<file path="src/rtl/rcu_pll_seq_pkg.sv">
// Shared types and constants for the RCU PLL bring-up/reconfiguration sequencer.
package rcu_pll_seq_pkg;

    typedef enum logic [2:0] {
        IDLE,
        SW_BYP,
        SETTLE,
        PROG,
        WAIT_LOCK,
        STABLE,
        SW_PLL
    } state_e;

    localparam logic CLKSEL_BYP = 1'b0;
    localparam logic CLKSEL_PLL = 1'b1;

endpackage

</file>
<file path="src/rtl/rcu_pll_seq_if.sv">
// Config request handshake between a requester (software/boot logic) and the PLL sequencer.
interface rcu_pll_seq_if #(
    parameter int unsigned CFG_WIDTH = 3
);

    logic                 cfg_valid_i;
    logic                 cfg_ready_o;
    logic [CFG_WIDTH-1:0] cfg_i;

    modport master (
        output cfg_valid_i,
        output cfg_i,
        input  cfg_ready_o
    );

    modport slave (
        input  cfg_valid_i,
        input  cfg_i,
        output cfg_ready_o
    );

endinterface

</file>
<file path="src/rtl/rcu_lock_sync.sv">
// Reset-to-0 multi-flop synchronizer for asynchronous status inputs (DEPTH >= 2).
module rcu_lock_sync #(
    parameter int unsigned DEPTH = 2
) (
    input  logic clk_i,
    input  logic rst_i,
    input  logic async_i,
    output logic sync_o
);

    logic [DEPTH-1:0] sync_q;

    always_ff @(posedge clk_i) begin
        if (rst_i) begin
            sync_q <= '0;
        end else begin
            sync_q <= {sync_q[DEPTH-2:0], async_i};
        end
    end

    assign sync_o = sync_q[DEPTH-1];

endmodule

</file>
<file path="src/rtl/rcu_pll_seq.sv">
// PLL bring-up/reconfiguration sequencer: bypass, settle, reprogram, debounced lock, switch back.
// Optional lock-loss monitor enabled by defining RCU_PLL_SEQ_LOSS_MON_EN.
module rcu_pll_seq
    import rcu_pll_seq_pkg::*;
#(
    parameter int unsigned CFG_WIDTH     = 3,
    parameter int unsigned SETTLE_CYCLES = 16,
    parameter int unsigned LOCK_STABLE   = 8,
    parameter int unsigned TIMEOUT       = 4096
) (
    input  logic                 clk_i,
    input  logic                 rst_i,
    rcu_pll_seq_if.slave         cfg_if,
    input  logic                 pll_lock_i,
    output logic                 pll_en_o,
    output logic [CFG_WIDTH-1:0] pll_cfg_o,
    output logic                 clk_sel_o,
    output logic                 busy_o,
    output logic                 done_o,
    output logic                 err_o,
    input  logic                 err_clr_i,
    output logic                 loss_o
);

    localparam int unsigned CNT_W  = $clog2(SETTLE_CYCLES + 1);
    localparam int unsigned STAB_W = $clog2(LOCK_STABLE + 1);
    localparam int unsigned TMO_W  = $clog2(TIMEOUT + 1);

    state_e               state_q, state_d;
    logic [CNT_W-1:0]     cnt_q, cnt_d;
    logic [STAB_W-1:0]    stab_q, stab_d;
    logic [TMO_W-1:0]     tmo_q, tmo_d;
    logic [CFG_WIDTH-1:0] cfg_q, cfg_d;
    logic [CFG_WIDTH-1:0] pll_cfg_q, pll_cfg_d;
    logic                 pll_en_q, pll_en_d;
    logic                 clk_sel_q, clk_sel_d;
    logic                 done_q, done_d;
    logic                 err_q, err_d;
    logic                 loss_q, loss_d;
    logic                 ready_q, ready_d;
    logic                 busy_q, busy_d;
    logic                 lock_s;
    logic                 loss_trig;
    logic                 timed_out;

    rcu_lock_sync #(
        .DEPTH (2)
    ) u_lock_sync (
        .clk_i   (clk_i),
        .rst_i   (rst_i),
        .async_i (pll_lock_i),
        .sync_o  (lock_s)
    );

`ifdef RCU_PLL_SEQ_LOSS_MON_EN
    logic lock_low_q;

    always_ff @(posedge clk_i) begin
        if (rst_i) begin
            lock_low_q <= 1'b0;
        end else begin
            lock_low_q <= ~lock_s;
        end
    end

    // Two consecutive low samples while running on the PLL count as a real loss.
    assign loss_trig = (clk_sel_q == CLKSEL_PLL) && !lock_s && lock_low_q;
`else
    assign loss_trig = 1'b0;
`endif

    assign timed_out = (tmo_q == TMO_W'(TIMEOUT - 1));

    always_comb begin
        state_d   = state_q;
        cnt_d     = cnt_q;
        stab_d    = stab_q;
        tmo_d     = tmo_q;
        cfg_d     = cfg_q;
        pll_cfg_d = pll_cfg_q;
        pll_en_d  = pll_en_q;
        clk_sel_d = clk_sel_q;
        done_d    = 1'b0;
        err_d     = err_q & ~err_clr_i;
        loss_d    = loss_q;

        unique case (state_q)
            IDLE: begin
                if (loss_trig) begin
                    clk_sel_d = CLKSEL_BYP;
                    loss_d    = 1'b1;
                    cfg_d     = pll_cfg_q;
                    state_d   = SW_BYP;
                end else if (cfg_if.cfg_valid_i && ready_q) begin
                    cfg_d = cfg_if.cfg_i;
                    if ((cfg_if.cfg_i == pll_cfg_q) && (clk_sel_q == CLKSEL_PLL) && !err_q) begin
                        done_d = 1'b1;
                    end else begin
                        state_d = SW_BYP;
                    end
                end
            end
            SW_BYP: begin
                clk_sel_d = CLKSEL_BYP;
                pll_en_d  = 1'b0;
                cnt_d     = CNT_W'(SETTLE_CYCLES - 1);
                state_d   = SETTLE;
            end
            SETTLE: begin
                if (cnt_q == '0) begin
                    state_d = PROG;
                end else begin
                    cnt_d = cnt_q - CNT_W'(1);
                end
            end
            PROG: begin
                pll_cfg_d = cfg_q;
                pll_en_d  = 1'b1;
                tmo_d     = '0;
                state_d   = WAIT_LOCK;
            end
            WAIT_LOCK: begin
                tmo_d = tmo_q + TMO_W'(1);
                if (timed_out) begin
                    err_d     = 1'b1;
                    pll_en_d  = 1'b0;
                    clk_sel_d = CLKSEL_BYP;
                    state_d   = IDLE;
                end else if (lock_s) begin
                    stab_d  = STAB_W'(1);
                    state_d = STABLE;
                end
            end
            STABLE: begin
                // tmo keeps running across debounce restarts so glitches cannot extend the budget
                tmo_d = tmo_q + TMO_W'(1);
                if (timed_out) begin
                    err_d     = 1'b1;
                    pll_en_d  = 1'b0;
                    clk_sel_d = CLKSEL_BYP;
                    state_d   = IDLE;
                end else if (!lock_s) begin
                    stab_d  = '0;
                    state_d = WAIT_LOCK;
                end else if (stab_q == STAB_W'(LOCK_STABLE)) begin
                    state_d = SW_PLL;
                end else begin
                    stab_d = stab_q + STAB_W'(1);
                end
            end
            SW_PLL: begin
                clk_sel_d = CLKSEL_PLL;
                done_d    = 1'b1;
                state_d   = IDLE;
            end
            default: begin
                state_d = IDLE;
            end
        endcase

        ready_d = (state_d == IDLE);
        busy_d  = (state_d != IDLE);
    end

    always_ff @(posedge clk_i) begin
        if (rst_i) begin
            state_q   <= IDLE;
            cnt_q     <= '0;
            stab_q    <= '0;
            tmo_q     <= '0;
            cfg_q     <= '0;
            pll_cfg_q <= '0;
            pll_en_q  <= 1'b0;
            clk_sel_q <= CLKSEL_BYP;
            done_q    <= 1'b0;
            err_q     <= 1'b0;
            loss_q    <= 1'b0;
            ready_q   <= 1'b1;
            busy_q    <= 1'b0;
        end else begin
            state_q   <= state_d;
            cnt_q     <= cnt_d;
            stab_q    <= stab_d;
            tmo_q     <= tmo_d;
            cfg_q     <= cfg_d;
            pll_cfg_q <= pll_cfg_d;
            pll_en_q  <= pll_en_d;
            clk_sel_q <= clk_sel_d;
            done_q    <= done_d;
            err_q     <= err_d;
            loss_q    <= loss_d;
            ready_q   <= ready_d;
            busy_q    <= busy_d;
        end
    end

    assign cfg_if.cfg_ready_o = ready_q;
    assign pll_en_o           = pll_en_q;
    assign pll_cfg_o          = pll_cfg_q;
    assign clk_sel_o          = clk_sel_q;
    assign busy_o             = busy_q;
    assign done_o             = done_q;
    assign err_o              = err_q;
    assign loss_o             = loss_q;

endmodule

</file>
<file path="src/flat_wrapper.sv">
// flat-port wrapper written by rule: the top's interface ports become plain ports
module rcu_pll_seq_flat import rcu_pll_seq_pkg::*;
#(
    parameter int unsigned CFG_WIDTH     = 3,
    parameter int unsigned SETTLE_CYCLES = 16,
    parameter int unsigned LOCK_STABLE   = 8,
    parameter int unsigned TIMEOUT       = 4096
)
  (clk_i, rst_i, pll_lock_i, pll_en_o, pll_cfg_o, clk_sel_o, busy_o, done_o, err_o, err_clr_i, loss_o, cfg_if_cfg_valid_i, cfg_if_cfg_i, cfg_if_cfg_ready_o);
  rcu_pll_seq_if #(.CFG_WIDTH(CFG_WIDTH)) cfg_if_i ();
  input  logic clk_i;
  input  logic rst_i;
  input  logic pll_lock_i;
  output logic pll_en_o;
  output logic [CFG_WIDTH-1:0] pll_cfg_o;
  output logic clk_sel_o;
  output logic busy_o;
  output logic done_o;
  output logic err_o;
  input  logic err_clr_i;
  output logic loss_o;
  input wire logic [$bits(cfg_if_i.cfg_valid_i)-1:0] cfg_if_cfg_valid_i;
  input wire logic [$bits(cfg_if_i.cfg_i)-1:0] cfg_if_cfg_i;
  output wire logic [$bits(cfg_if_i.cfg_ready_o)-1:0] cfg_if_cfg_ready_o;
  assign cfg_if_i.cfg_valid_i = cfg_if_cfg_valid_i;
  assign cfg_if_i.cfg_i = cfg_if_cfg_i;
  assign cfg_if_cfg_ready_o = cfg_if_i.cfg_ready_o;
  rcu_pll_seq #(.CFG_WIDTH(CFG_WIDTH), .SETTLE_CYCLES(SETTLE_CYCLES), .LOCK_STABLE(LOCK_STABLE), .TIMEOUT(TIMEOUT)) u_core (.clk_i(clk_i), .rst_i(rst_i), .cfg_if(cfg_if_i), .pll_lock_i(pll_lock_i), .pll_en_o(pll_en_o), .pll_cfg_o(pll_cfg_o), .clk_sel_o(clk_sel_o), .busy_o(busy_o), .done_o(done_o), .err_o(err_o), .err_clr_i(err_clr_i), .loss_o(loss_o));
endmodule
</file>
<file path="config.mk">
export PLATFORM = sky130hd
export DESIGN_NAME = rcu_pll_seq_flat
export DESIGN_NICKNAME = d
export VERILOG_FILES = /design/src/rtl/rcu_pll_seq_pkg.sv /design/src/rtl/rcu_pll_seq_if.sv /design/src/rtl/rcu_lock_sync.sv /design/src/rtl/rcu_pll_seq.sv /design/src/flat_wrapper.sv
export SDC_FILE = /design/constraint.sdc
export NUM_CORES = 1
export LEC_CHECK = 0
export ABC_CLOCK_PERIOD_IN_PS = 2300
export CAP_MARGIN = 40
export CORE_MARGIN = 1.5
export CORE_UTILIZATION = 45
export DETAILED_ROUTE_END_ITERATION = 6
export PLACE_DENSITY = 0.72
export RECOVER_POWER = 50
export SETUP_SLACK_MARGIN = 0.2
export SKIP_CTS_REPAIR_TIMING = 1
export SYNTH_ARGS = -nofsm -noshare
export SYNTH_HDL_FRONTEND = slang
export SYNTH_SLANG_ARGS = --single-unit
</file>
<file path="constraint.sdc">
create_clock -name clk_i -period 2.3 [get_ports clk_i]
set_input_delay 0.46 -clock clk_i [delete_from_list [all_inputs] [get_ports clk_i]]
set_output_delay 0.46 -clock clk_i [all_outputs]
set_load 0.005 [all_outputs]
</file>
### Word level (Yosys, flattened, before mapping)

Cells that the tools add are included.

| operators by class | value |
|---|---|
| $add $sub $neg | 3 |
| equality and inequality tests | 15 |
| multiplexer cells | 26 |
| bitwise logic cells | 2 |
| reductions and logical operators | 19 |

Operators with widths:

| operator | count |
|---|---|
| $pmux 13 s2 | 1 |
| $mux 3 | 8 |
| $mux 4 | 5 |
| $pmux 3 s6 | 1 |
| $add 13x1->13 const B | 1 |
| $eq 13x12->1 const B | 1 |
| $pmux 5 s2 | 1 |
| $eq 3x3->1 const B | 3 |
| $reduce_bool 3->1 | 3 |
| $ne 2x2->1 const B | 4 |
| $pmux 4 s2 | 1 |
| $reduce_and 2->1 | 4 |
| $eq 3x2->1 const B | 2 |
| $logic_not 3->1 | 2 |
| $pmux 1 s3 | 2 |
| $reduce_bool 2->1 | 3 |
| $logic_not 5->1 | 1 |
| $mux 1 | 5 |
| $mux 5 | 1 |
| $reduce_and 5->1 | 1 |
| $sub 5x1->5 const B | 1 |
| $add 4x1->4 const B | 1 |
| $eq 4x4->1 const B | 1 |
| $eq 3x1->1 const B | 1 |
| other kinds (9) | 11 |

| storage, ports and cells | value |
|---|---|
| bits in registers | 39 |
| bits of input ports | 8 |
| output and inout bits | 10 |
| word-level logic and storage cells | 78 |

### Depth between registers and ports, before layout

Gate-level depths: netlist of run 1.

| logic depth | value |
|---|---|
| depth in word-level cells | 7 |
| gate-level depth with buffers | 7 |
| depth with buffers taken out | 6 |

### Modules after synthesis

Synthesis of run 1 repeated with hierarchy kept, for this count alone.

| unflattened totals | value |
|---|---|
| cell total of the unflattened synthesis | 229 |
| area, all modules | 2013.2 um2 |

By module, submodules not included:

| module | times used | cells each | area each (um2) | seq. area each (um2) |
|---|---|---|---|---|
| rcu_pll_seq | 1 | 225 | 1960.6 | 740.7 |
| rcu_lock_sync | 1 | 4 | 52.6 | 40.0 |

### Worst setup path before layout of run 1

OpenSTA, ideal clock, no wires.

| timing path | value |
|---|---|
| path kind | reg2reg |
| start | register u_core.tmo_q[0] |
| end | register u_core.tmo_q[10] |
| arrival time | 1.691 ns |
| data required time | 2.230 ns |
| slack | 0.539 ns |
| stages on the path, launching flop included | 7 |
| buffers on the path | 1 |
| period minus slack after synthesis | 1.761 ns |
| cell sequence | dfxtp_1 ha_1 nand4_1 or3_4 buf_6 or3_1 a21oi_1 |

| between the ends | value |
|---|---|
| longest elaborated chain between the ends | 2 |

RTL lines:

| element | RTL line | RTL |
|---|---|---|
| start, declared | rcu_pll_seq.sv:32 | `logic [TMO_W-1:0] tmo_q, tmo_d;` |
| start signal, assigned | rcu_pll_seq.sv:184 | `tmo_q <= tmo_d;` |
| $add 13x1->13 | rcu_pll_seq.sv:123, rcu_pll_seq.sv:136 |  |
| $pmux 13 s2 | rcu_pll_seq.sv:87 | `unique case (state_q)` |

Every way passes these cells.
A chain may end at the register's enable or synchronous reset.

### Worst setup path after layout of run 1

| timing path | value |
|---|---|
| start | register u_core.tmo_q[0] |
| end | register u_core.pll_en_q (netlist: u_core.pll_en_o) |

| between the ends | value |
|---|---|
| longest elaborated chain between the ends | 3 |

RTL lines:

| element | RTL line | RTL |
|---|---|---|
| $eq 13x12->1 | rcu_pll_seq.sv:72 | `assign timed_out = (tmo_q == TMO_W'(TIMEOUT - 1));` |
| $ne 2x1->1 (no line) | - |  |
| $reduce_and 2->1 (no line) | - |  |
| end signal, assigned | rcu_pll_seq.sv:187 | `pll_en_q <= pll_en_d;` |
| end, declared | rcu_pll_seq.sv:35 | `logic pll_en_q, pll_en_d;` |

Every way passes these cells.

==> flow_summary.yaml, run 1 <==
setup_path:
  ff2ff_path_depth: 5
  endpoint_kind: "flip-flop"
  ff2ff_setup_slack_ns: 0.35
  r2r-end: "u_core.pll_en_o"
  crit_required_ns: 2.47
  arrival_ns: 2.12
  worst-setup-path-type: "flip-flop to flip-flop"
  r2r_start: "u_core.tmo_q[0]"
  startpoint_type: "flip-flop"
  worstPathMaxFanout: 7
die:
  die_w_um: 67.9
  io_pins: 18
  initial_utilization_pct: 47.1
  rows: 23
  die_h_um: 67.9
  core_area_um2: 4030
  die-area_um2: 4610
logic_synthesis:
  synth_common_cells: "39 x dfxtp_1, 26 x a21oi_1, 22 x nor2_1"
  seq_area_frac_synth_pct: 41.2
  syn-num-nets: 233
  synth_top_flop_cell: "dfxtp_1"
  synth-seq-cells: 39
  synth.most_common_cell: "dfxtp_1"
  avgSynthCellArea_um2: 8.62
  netlist_top_cells_area: "dfxtp_1 41%, a21oi_1 6.9%, nor2_1 4.4%"
  synth.distinct_cells: 50
  synth_top_area_share_pct: 41.2
  synthCells: 220
  synth-edff-count: 0
  synth_area_leader_cell: "dfxtp_1"
  ys_warn_count: 0
  syn_area_um2: 1900
  ys_async_sr_fraction_pct: 0
global_routing:
  grt_use_met1_pct: 22.6
  grt_pass1_vias: 1409
  antenna_found_initial: 0
  grt_start_max_net_pins: 20
  grt_pass1_wl_mm: 6.36
  grt_use_total_pct: 18.5
  grt.busiest_layer: "met2"
  met2_usage_pct: 30.3
  overflow: 0
  use_met3_pct: 5.43
drt:
  first_pass_iters: 6
  postRouteWirelength_mm: 3.87
  wl_per_cell_um: 13.6
  drc_errors: 0
  viasPerCell: 5.71
  antenna_left: 0
  drt_iter0_drc: 80
  vias: 1627
layout:
  syn_to_final_growth_pct: 14.0
  nFillCells: 403
  diodes: 0
  fin_area_um2: 2160
  nets: 247
  fin_util_pct: 53.7
  drive_above_1_share_pct: 6.81
clock_tree:
  clock_latency_ns: 0.30
  cts.sinks: 39
  cts.clk_slew.worst_paths_ns: 0.08
  cts_buffers: 5
  cts_tree: "yes"
  cts_root_buffer: "clkbuf_8"
  htree_levels: 2
  clk_path_buf_depth: 2
pwr:
  p_switching_mw: 0.600
  sequentialPowerShare_pct: 47.4
  p_int_mw: 1.19
  power_frac_clock_pct: 26.3
  pwr_density_cell_nw_per_um2: 826
  p_sw_share_pct: 33.6
  p_leak_nw: 0.743
  combPwrFrac_pct: 26.3
  vdd_drop_max_mv: 0.371
timing:
  setup_viol: 0
  maxSlewViolCount: 0
  layout_min_cycle_time_ns: 1.95
  period_share_pct: 84.6
  grt_setup_unrepaired: "no"
  relSlewSlack_pct: 56.1
  fin_skew_ns: 0.00805
  setup_ws_ns: 0.354
  timing_hold_violations_final: 0
  worstMarginPinSlew_ns: 0.658
  setup_tns_ns: 0
  fmax_mhz: 514
flow_run:
  maxCapViolCount: 0
outcome:
  status: "finished, final reports clean"
min_path:
  hold_path_class: "flip-flop to flip-flop"
  whs_endpoint: "u_core.u_lock_sync.sync_q[1]"
  min_path_cells: 1
  hold_path_startpoint: "u_core.u_lock_sync.sync_q[0]"
placed_design:
  place.gp.congestion: 0.772
  dp_hpwl_mm: 2.71
  placed_area_um2: 2080
  place_ws_ns: 0.372
  port_buffers: 16
[power groups by stage]
stage                     registers (mW)  logic [mW]  clock network [mW]
after floorplan                    0.816       0.399                   0
after global placement             0.861       0.470                   0
after detailed placement           0.860       0.481                   0
after CTS                          0.846       0.485               0.478
after global routing               0.860       0.547               0.509
final                              0.847       0.470               0.469
[layer usage]
metal / vias to the layer above / share of wire (%)
li1: 829 / -
met1: 767 / 48
met2: 24 / 47
met3: 7 / 3.8
met4: 0 / 1.7
met5: - / 0
[metrics by stage]
step           power [mW]  hold slack [ns]  std cells
3_5_place_dp         1.34            0.440        277
6_report             1.79            0.450        285
3_3_place_gp         1.33            0.416        277
5_1_grt              1.92            0.458        285
4_1_cts              1.81            0.447        285
2_1_floorplan        1.21            0.414        220
[placed cells by master (no fill, tap or decap), types with 4 or more instances in the layout]
cell             count
dlygate4sd3_1       11
nand4b_1             4
clkdlybuf4s50_1      5
a21oi_1             26
ha_1                 5
nand3_1              8
clkbuf_8             5
or3_1                5
buf_4                4
dfxtp_1             39
or4_1                5
nand2b_1             5
nand4_1              4
nand2_1             12
mux2i_1              4
nor2_1              22
o21ai_0              7
inv_1                7
xor2_1               6
[registers in the layout, summed over array words and instances, names as in the netlist]
name	count
u_core.busy_o	1
u_core.clk_sel_o	1
u_core.err_o	1
u_core.tmo_q	13
u_core.cnt_q	5
u_core.state_q	3
u_core.pll_cfg_o	3
u_core.pll_en_o	1
u_core.cfg_q	3
u_core.cfg_if.cfg_ready_o	1
u_core.u_lock_sync.sync_q	2
u_core.stab_q	4
u_core.done_o	1
[cells by family after synthesis]
logic type / after synthesis / share of synthesized area [%]
buffers and inverters: 21 / 5.28
muxes: 5 / 2.70
adders and majority gates: 5 / 3.30
and+or+nand+nor: 86 / 25.5
DFF: 39 / 41.2
xor gates and xnor gates: 7 / 3.23
other: 1 / 0.198
AOI/OAI and AO/OA: 56 / 18.7
[worst max-delay path by stage]
stage,from,endpoint,slack [ns],depth (start not counted)
floorplan,u_core.tmo_q[0],u_core.tmo_q[10],0.54,6
global placement,cfg_if_cfg_i[2],u_core.state_q[0],0.38,5
detailed placement,cfg_if_cfg_i[2],u_core.state_q[0],0.37,5
CTS,u_core.state_q[2],u_core.tmo_q[11],0.40,5
global route,u_core.tmo_q[0],u_core.pll_en_o,0.17,5
finish,u_core.tmo_q[0],u_core.pll_en_o,0.35,5
[final cells by class]
type / instances / area [um2] / area share, %
flip-flops and latches: 39 / 781 / 36.1
inverters: 7 / 26.3 / 1.21
multi-input cells: 160 / 1010 / 46.7
well taps: 50 / 62.6 / 2.89
clock buffers: 5 / 68.8 / 3.18
repair buffers: 21 / 194 / 8.96
clock inverters: 3 / 20.0 / 0.925
[critical path: stages, from the launching register on]
cell	delay (ns)
dfxtp_1	0.40
ha_1	0.25
nand4_1	0.19
or3_1	0.50
o311ai_0	0.36
a21oi_1	0.11
(Power assumes the default switching activity.)
==> inputs of run 2 (changes only) <==
--- a/config.mk
+++ b/config.mk
@@ -5,12 +5,12 @@
 export SDC_FILE = /design/constraint.sdc
 export NUM_CORES = 1
 export LEC_CHECK = 0
-export ABC_CLOCK_PERIOD_IN_PS = 2300
+export ABC_CLOCK_PERIOD_IN_PS = 1700
 export CAP_MARGIN = 40
 export CORE_MARGIN = 1.5
 export CORE_UTILIZATION = 45
 export DETAILED_ROUTE_END_ITERATION = 6
-export PLACE_DENSITY = 0.72
+export PLACE_DENSITY = 0.75
 export RECOVER_POWER = 50
 export SETUP_SLACK_MARGIN = 0.2
 export SKIP_CTS_REPAIR_TIMING = 1
==> constraint.sdc (replaced) <==
create_clock -name clk_i -period 1.7 [get_ports clk_i]
set_input_delay 0.34 -clock clk_i [delete_from_list [all_inputs] [get_ports clk_i]]
set_output_delay 0.34 -clock clk_i [all_outputs]
set_load 0.005 [all_outputs]
==> run 2 against run 1 <==
  * Highest routed layer unchanged
  * The run now ends with setup timing left
  * Count of clock-buffer cells in the layout is 2 higher
  * First-iteration DRC count is 20% higher
  * Routed wire length is 21% higher
==> flow_summary.yaml, run 2 (synthesized netlist as in run 1, its figures left out) <==
setup_path:
  startpoint_type: "flip-flop"
  worstPathMaxFanout: 6
  ff2ff_setup_slack_ns: -0.05
  crit_required_ns: 1.86
  worst_path_largest_cell_delay_ns: 0.46
  worst-setup-path-type: "flip-flop to flip-flop"
  arrival_ns: 1.91
  endpoint_kind: "flip-flop"
  crit_slowest_cell: "or3_4"
  path_delay_family: "simple AND/OR/NAND/NOR gates"
  critPathBufInv: 1
  cp_cell_sequence: "ha_4 > nand4_1 > or3_4 > buf_12 > o311ai_4 > a21oi_1"
pwr:
  sequentialPowerShare_pct: 41.5
  p_int_mw: 1.82
  p_sw_share_pct: 33.3
  power_frac_clock_pct: 22.0
  combPwrFrac_pct: 36.5
  p_switching_mw: 0.906
  p_leak_nw: 1.05
  pwr_density_cell_nw_per_um2: 1010
  vdd_drop_max_mv: 0.585
layout:
  final_cell_mix: "35 x buf_4, 25 x dfxtp_1, 21 x a21oi_1, 21 x nor2_1"
  layout_commonest_cell: "buf_4"
  fin_area_um2: 2700
  nets: 283
  diodes: 0
  drive_above_1_share_pct: 36.5
  regMostFlops: "u_core.tmo_q"
  reg_top3: "u_core.tmo_q: 13 flops, u_core.cnt_q: 5 flops, u_core.stab_q: 4 flops"
  syn_to_final_growth_pct: 42.4
  largest_reg_flops: 13
die:
  io_pins: 18
  initial_utilization_pct: 47.1
  core_area_um2: 4030
  die-area_um2: 4610
  rows: 23
  die_w_um: 67.9
  die_h_um: 67.9
global_routing:
  grt_pass1_vias: 1544
  grt_use_total_pct: 20.2
  grt_start_max_net_pins: 21
  grt_pass1_wl_mm: 6.99
  antenna_found_initial: 0
  overflow: 0
placed_design:
  place_ws_ns: -0.0468
  dp_hpwl_mm: 2.97
  port_buffers: 16
  place.gp.congestion: 0.790
  placed_area_um2: 2320
clock_tree:
  cts_root_buffer: "clkbuf_8"
  htree_levels: 2
  cts.sinks: 39
  clock_latency_ns: 0.29
  cts.clk_slew.worst_paths_ns: 0.07
  cts_tree: "yes"
  cts_buffers: 5
  clk_path_buf_depth: 2
drt:
  viasPerCell: 5.63
  postRouteWirelength_mm: 4.68
  drc_errors: 0
  drt_iter0_drc: 96
  antenna_left: 0
  first_pass_iters: 4
  vias: 1807
  wl_per_cell_um: 14.6
timing:
  layout_min_cycle_time_ns: 1.75
  fmax_mhz: 572
  setup_ws_ns: -0.0472
  grt_setup_unrepaired: "yes"
  fin_skew_ns: 0.00465
  setup_viol: 6
  maxSlewViolCount: 0
  timing_hold_violations_final: 0
  period_share_pct: 103
min_path:
  hold_path_class: "flip-flop to flip-flop"
flow_run:
  maxCapViolCount: 0
outcome:
  status: "complete, but fails checks"
  violations: "setup timing"
-- run 2: cell count changes in the layout (fill, tap and decap cells not counted), sizes merged --
cell / delta
clkinvlp: -2
clkdlybuf4s50: +5
dlygate4sd3: -11
dlymetal6s2s: +6
buf: +37
clkbuf: +1
-- run 2: tightest hold or removal path, cell delays in order, from the launching register on --
cell     delay, ns
dfxtp_1       0.31
nand2_1       0.05
a21oi_1       0.05
-- run 2: path summary, 6_finish.rpt --
kind | start | endpoint | cells past startpoint
hold reg to reg | u_core.cfg_q[0] | u_core.pll_cfg_o[0] | 2
setup reg to reg | u_core.tmo_q[0] | u_core.pll_en_o | 6
setup / recovery | u_core.tmo_q[0] | u_core.pll_en_o | 6
hold / removal | u_core.cfg_q[0] | u_core.pll_cfg_o[0] | 2
-- run 2: final cells by class --
cell class | count | area (um2)
timing repair buffer | 57 | 514
sequential | 39 | 806
inverter | 7 | 26.3
multi-input combinational | 160 | 1210
clock inverter | 1 | 5.00
tap | 50 | 62.6
fill | 319 | 1330
clock buffer | 7 | 76.3
-- run 2: stage by stage --
| stage | power, mW | cells | hold slack [ns] | TNS (ns) | util, % |
|---|---|---|---|---|---|
| floorplan | 1.75 | 220 | 0.414 | 0 | - |
| global placement | 1.93 | 303 | 0.418 | -0.0815 | 57.5 |
| detailed placement | 1.96 | 303 | 0.447 | -0.103 | 57.5 |
| CTS | 2.56 | 311 | 0.457 | -0.0355 | 59.5 |
| global route | 2.88 | 321 | 0.479 | -0.876 | 67.0 |
| finish | 2.72 | 321 | 0.444 | -0.241 | 67.0 |
-- run 2: power by group through the flow --
| stage | clock network (mW) | logic [mW] | registers (mW) |
|---|---|---|---|
| finish | 0.598 | 0.994 | 1.13 |
| global route | 0.655 | 1.09 | 1.14 |
| CTS | 0.616 | 0.828 | 1.11 |
| detailed placement | 0 | 0.825 | 1.13 |
| global placement | 0 | 0.798 | 1.13 |
| floorplan | 0 | 0.634 | 1.11 |
-- run 2: layer usage --
metal | track usage [%] | wire length [um] | share of wire [%] | up-vias
met5 | 0 | 0 | 0 | -
li1 | - | - | - | 899
met3 | 5.76 | 164 | 3.5 | 12
met4 | 9.00 | 99 | 2.1 | 0
met1 | 26.7 | 2120 | 45 | 867
met2 | 30.6 | 2290 | 49 | 29
==> inputs of run 3 (changes only) <==
--- a/config.mk
+++ b/config.mk
@@ -7,7 +7,7 @@
 export LEC_CHECK = 0
 export ABC_CLOCK_PERIOD_IN_PS = 1700
 export CAP_MARGIN = 40
-export CORE_MARGIN = 1.5
+export CORE_MARGIN = 10
 export CORE_UTILIZATION = 45
 export DETAILED_ROUTE_END_ITERATION = 6
 export PLACE_DENSITY = 0.75
==> run 3 against run 2 <==
  * The run still ends with setup timing left
  * Routed wire length down 0.32%
  * Count of clock-buffer cells in the layout shrank 2
  * Via count shrank 2.4%
  * Combinational power decreased by 0.4%
  * Cell area down 5.0%
  * Non-clock buffer count down 11
  * Global-route usage down 8.4 points
  * Clock skew grew 0.0023 ns
  * Sequential cell count unchanged
  * Sequential power barely moved
  * Worst setup slack improved by 0.0086 ns
  * Critical endpoint unchanged
  * Largest cell class unchanged
==> flow_summary.yaml, run 3 (synthesized netlist as in run 1, its figures left out) <==
timing:
  setup_viol: 3
  layout_min_cycle_time_ns: 1.74
  grt_setup_unrepaired: "yes"
  period_share_pct: 102
  fin_skew_ns: 0.00690
  setup_ws_ns: -0.0387
  maxSlewViolCount: 0
  fmax_mhz: 575
  timing_hold_violations_final: 0
min_path:
  hold_path_class: "flip-flop to flip-flop"
drt:
  postRouteWirelength_mm: 4.66
  drc_errors: 0
  drt_iter0_drc: 99
  viasPerCell: 5.69
  antenna_left: 0
  first_pass_iters: 4
  vias: 1763
  wl_per_cell_um: 15.0
setup_path:
  cp_cell_sequence: "ha_4 > nand4_1 > or3_4 > o311ai_2 > a21oi_1"
  startpoint_type: "flip-flop"
  r2r-end: "u_core.pll_en_o"
  crit_cells: 5
  worstPathMaxFanout: 6
  critPathBufInv: 0
  arrival_ns: 1.91
  cp-startpoint: "u_core.tmo_q[0]"
  r2r_start: "u_core.tmo_q[0]"
  ff2ff_path_depth: 5
  worst-setup-path-type: "flip-flop to flip-flop"
  path_delay_family: "simple AND/OR/NAND/NOR gates"
  crit_slowest_cell: "or3_4"
  crit_end: "u_core.pll_en_o"
  endpoint_kind: "flip-flop"
  crit_required_ns: 1.87
  worst_path_largest_cell_delay_ns: 0.48
  ff2ff_setup_slack_ns: -0.04
global_routing:
  overflow: 0
  grt_use_total_pct: 11.8
  antenna_found_initial: 0
  grt_pass1_vias: 1635
  grt_start_max_net_pins: 19
  grt_pass1_wl_mm: 7.27
placed_design:
  place.gp.congestion: 0.774
  dp_hpwl_mm: 2.89
  port_buffers: 16
die:
  core_area_um2: 4030
  die_h_um: 84.9
  die_w_um: 84.9
  io_pins: 18
  rows: 23
  die-area_um2: 7210
  initial_utilization_pct: 47.1
layout:
  drive_above_1_share_pct: 30.8
  largest_reg_flops: 13
  diodes: 0
  syn_to_final_growth_pct: 35.2
  reg_top3: "u_core.tmo_q: 13 flops, u_core.cnt_q: 5 flops, u_core.stab_q: 4 flops"
  nets: 272
  final-seq-area_um2: 801
  final_cell_mix: "28 x buf_4, 27 x dfxtp_1, 22 x nor2_1, 21 x a21oi_1, 11 x nand2_1"
  regMostFlops: "u_core.tmo_q"
  nFillCells: 332
  layout_commonest_cell: "buf_4"
  fin_util_pct: 63.7
  multi_input_area_um2: 1150
clock_tree:
  cts_buffers: 5
  cts.sinks: 39
  clk_path_buf_depth: 2
  cts.clk_slew.worst_paths_ns: 0.08
  clock_latency_ns: 0.30
  cts_tree: "yes"
  cts_root_buffer: "clkbuf_8"
  htree_levels: 2
outcome:
  status: "complete, but fails checks"
  violations: "setup timing"
pwr:
  p_total_mw: 2.89
  p_leak_nw: 0.990
  vdd_drop_max_mv: 0.697
  pwr_density_cell_nw_per_um2: 1130
flow_run:
  maxCapViolCount: 0
==> run 3: power breakdown <==
part           internal [mW]  leakage [nW]  switching (mW)
logic                  0.478         0.608           0.511
registers               1.03         0.323          0.0832
clock network          0.437        0.0581           0.351
==> run 3: how the worst min path moves through the flow <==
stage               cells past startpoint  slack, ns                          from                      endpoint
detailed placement                      1       0.44  u_core.u_lock_sync.sync_q[0]  u_core.u_lock_sync.sync_q[1]
global placement                        1       0.43  u_core.u_lock_sync.sync_q[0]  u_core.u_lock_sync.sync_q[1]
CTS                                     1       0.44  u_core.u_lock_sync.sync_q[0]  u_core.u_lock_sync.sync_q[1]
finish                                  1       0.44  u_core.u_lock_sync.sync_q[0]  u_core.u_lock_sync.sync_q[1]
global route                            2       0.47               u_core.cfg_q[0]           u_core.pll_cfg_o[0]
floorplan                               1       0.41  u_core.u_lock_sync.sync_q[0]  u_core.u_lock_sync.sync_q[1]
==> run 3: layer usage <==
layer | up-vias | routed length (um) | global-route usage (%)
met5 | - | 0 | 0
met1 | 856 | 2160 | 14.2
met3 | 4 | 138 | 3.54
met2 | 25 | 2310 | 18.8
li1 | 878 | - | -
met4 | 0 | 44 | 5.24
==> run 3: area by class of cell <==
type / count / share of cell area [%]
clock buffer: 5 / 2.68
inverter: 7 / 1.02
timing repair buffer: 46 / 16.2
tap: 50 / 2.44
multi-input combinational: 160 / 44.7
sequential: 39 / 31.2
clock inverter: 3 / 1.71
==> run 3: stage by stage <==
step                      instances  hold slack, ns  instance area [um2]  setup WS (ns)  setup TNS [ns]
after global placement          291           0.429                 2240        -0.0840          -0.153
final                           310           0.441                 2560        -0.0387         -0.0458
after global routing            310           0.474                 2560         -0.128          -0.387
after floorplan                 220           0.414                 1950         0.0511               0
after CTS                       299           0.444                 2350         -0.102          -0.102
after detailed placement        291           0.438                 2240        -0.0776          -0.148
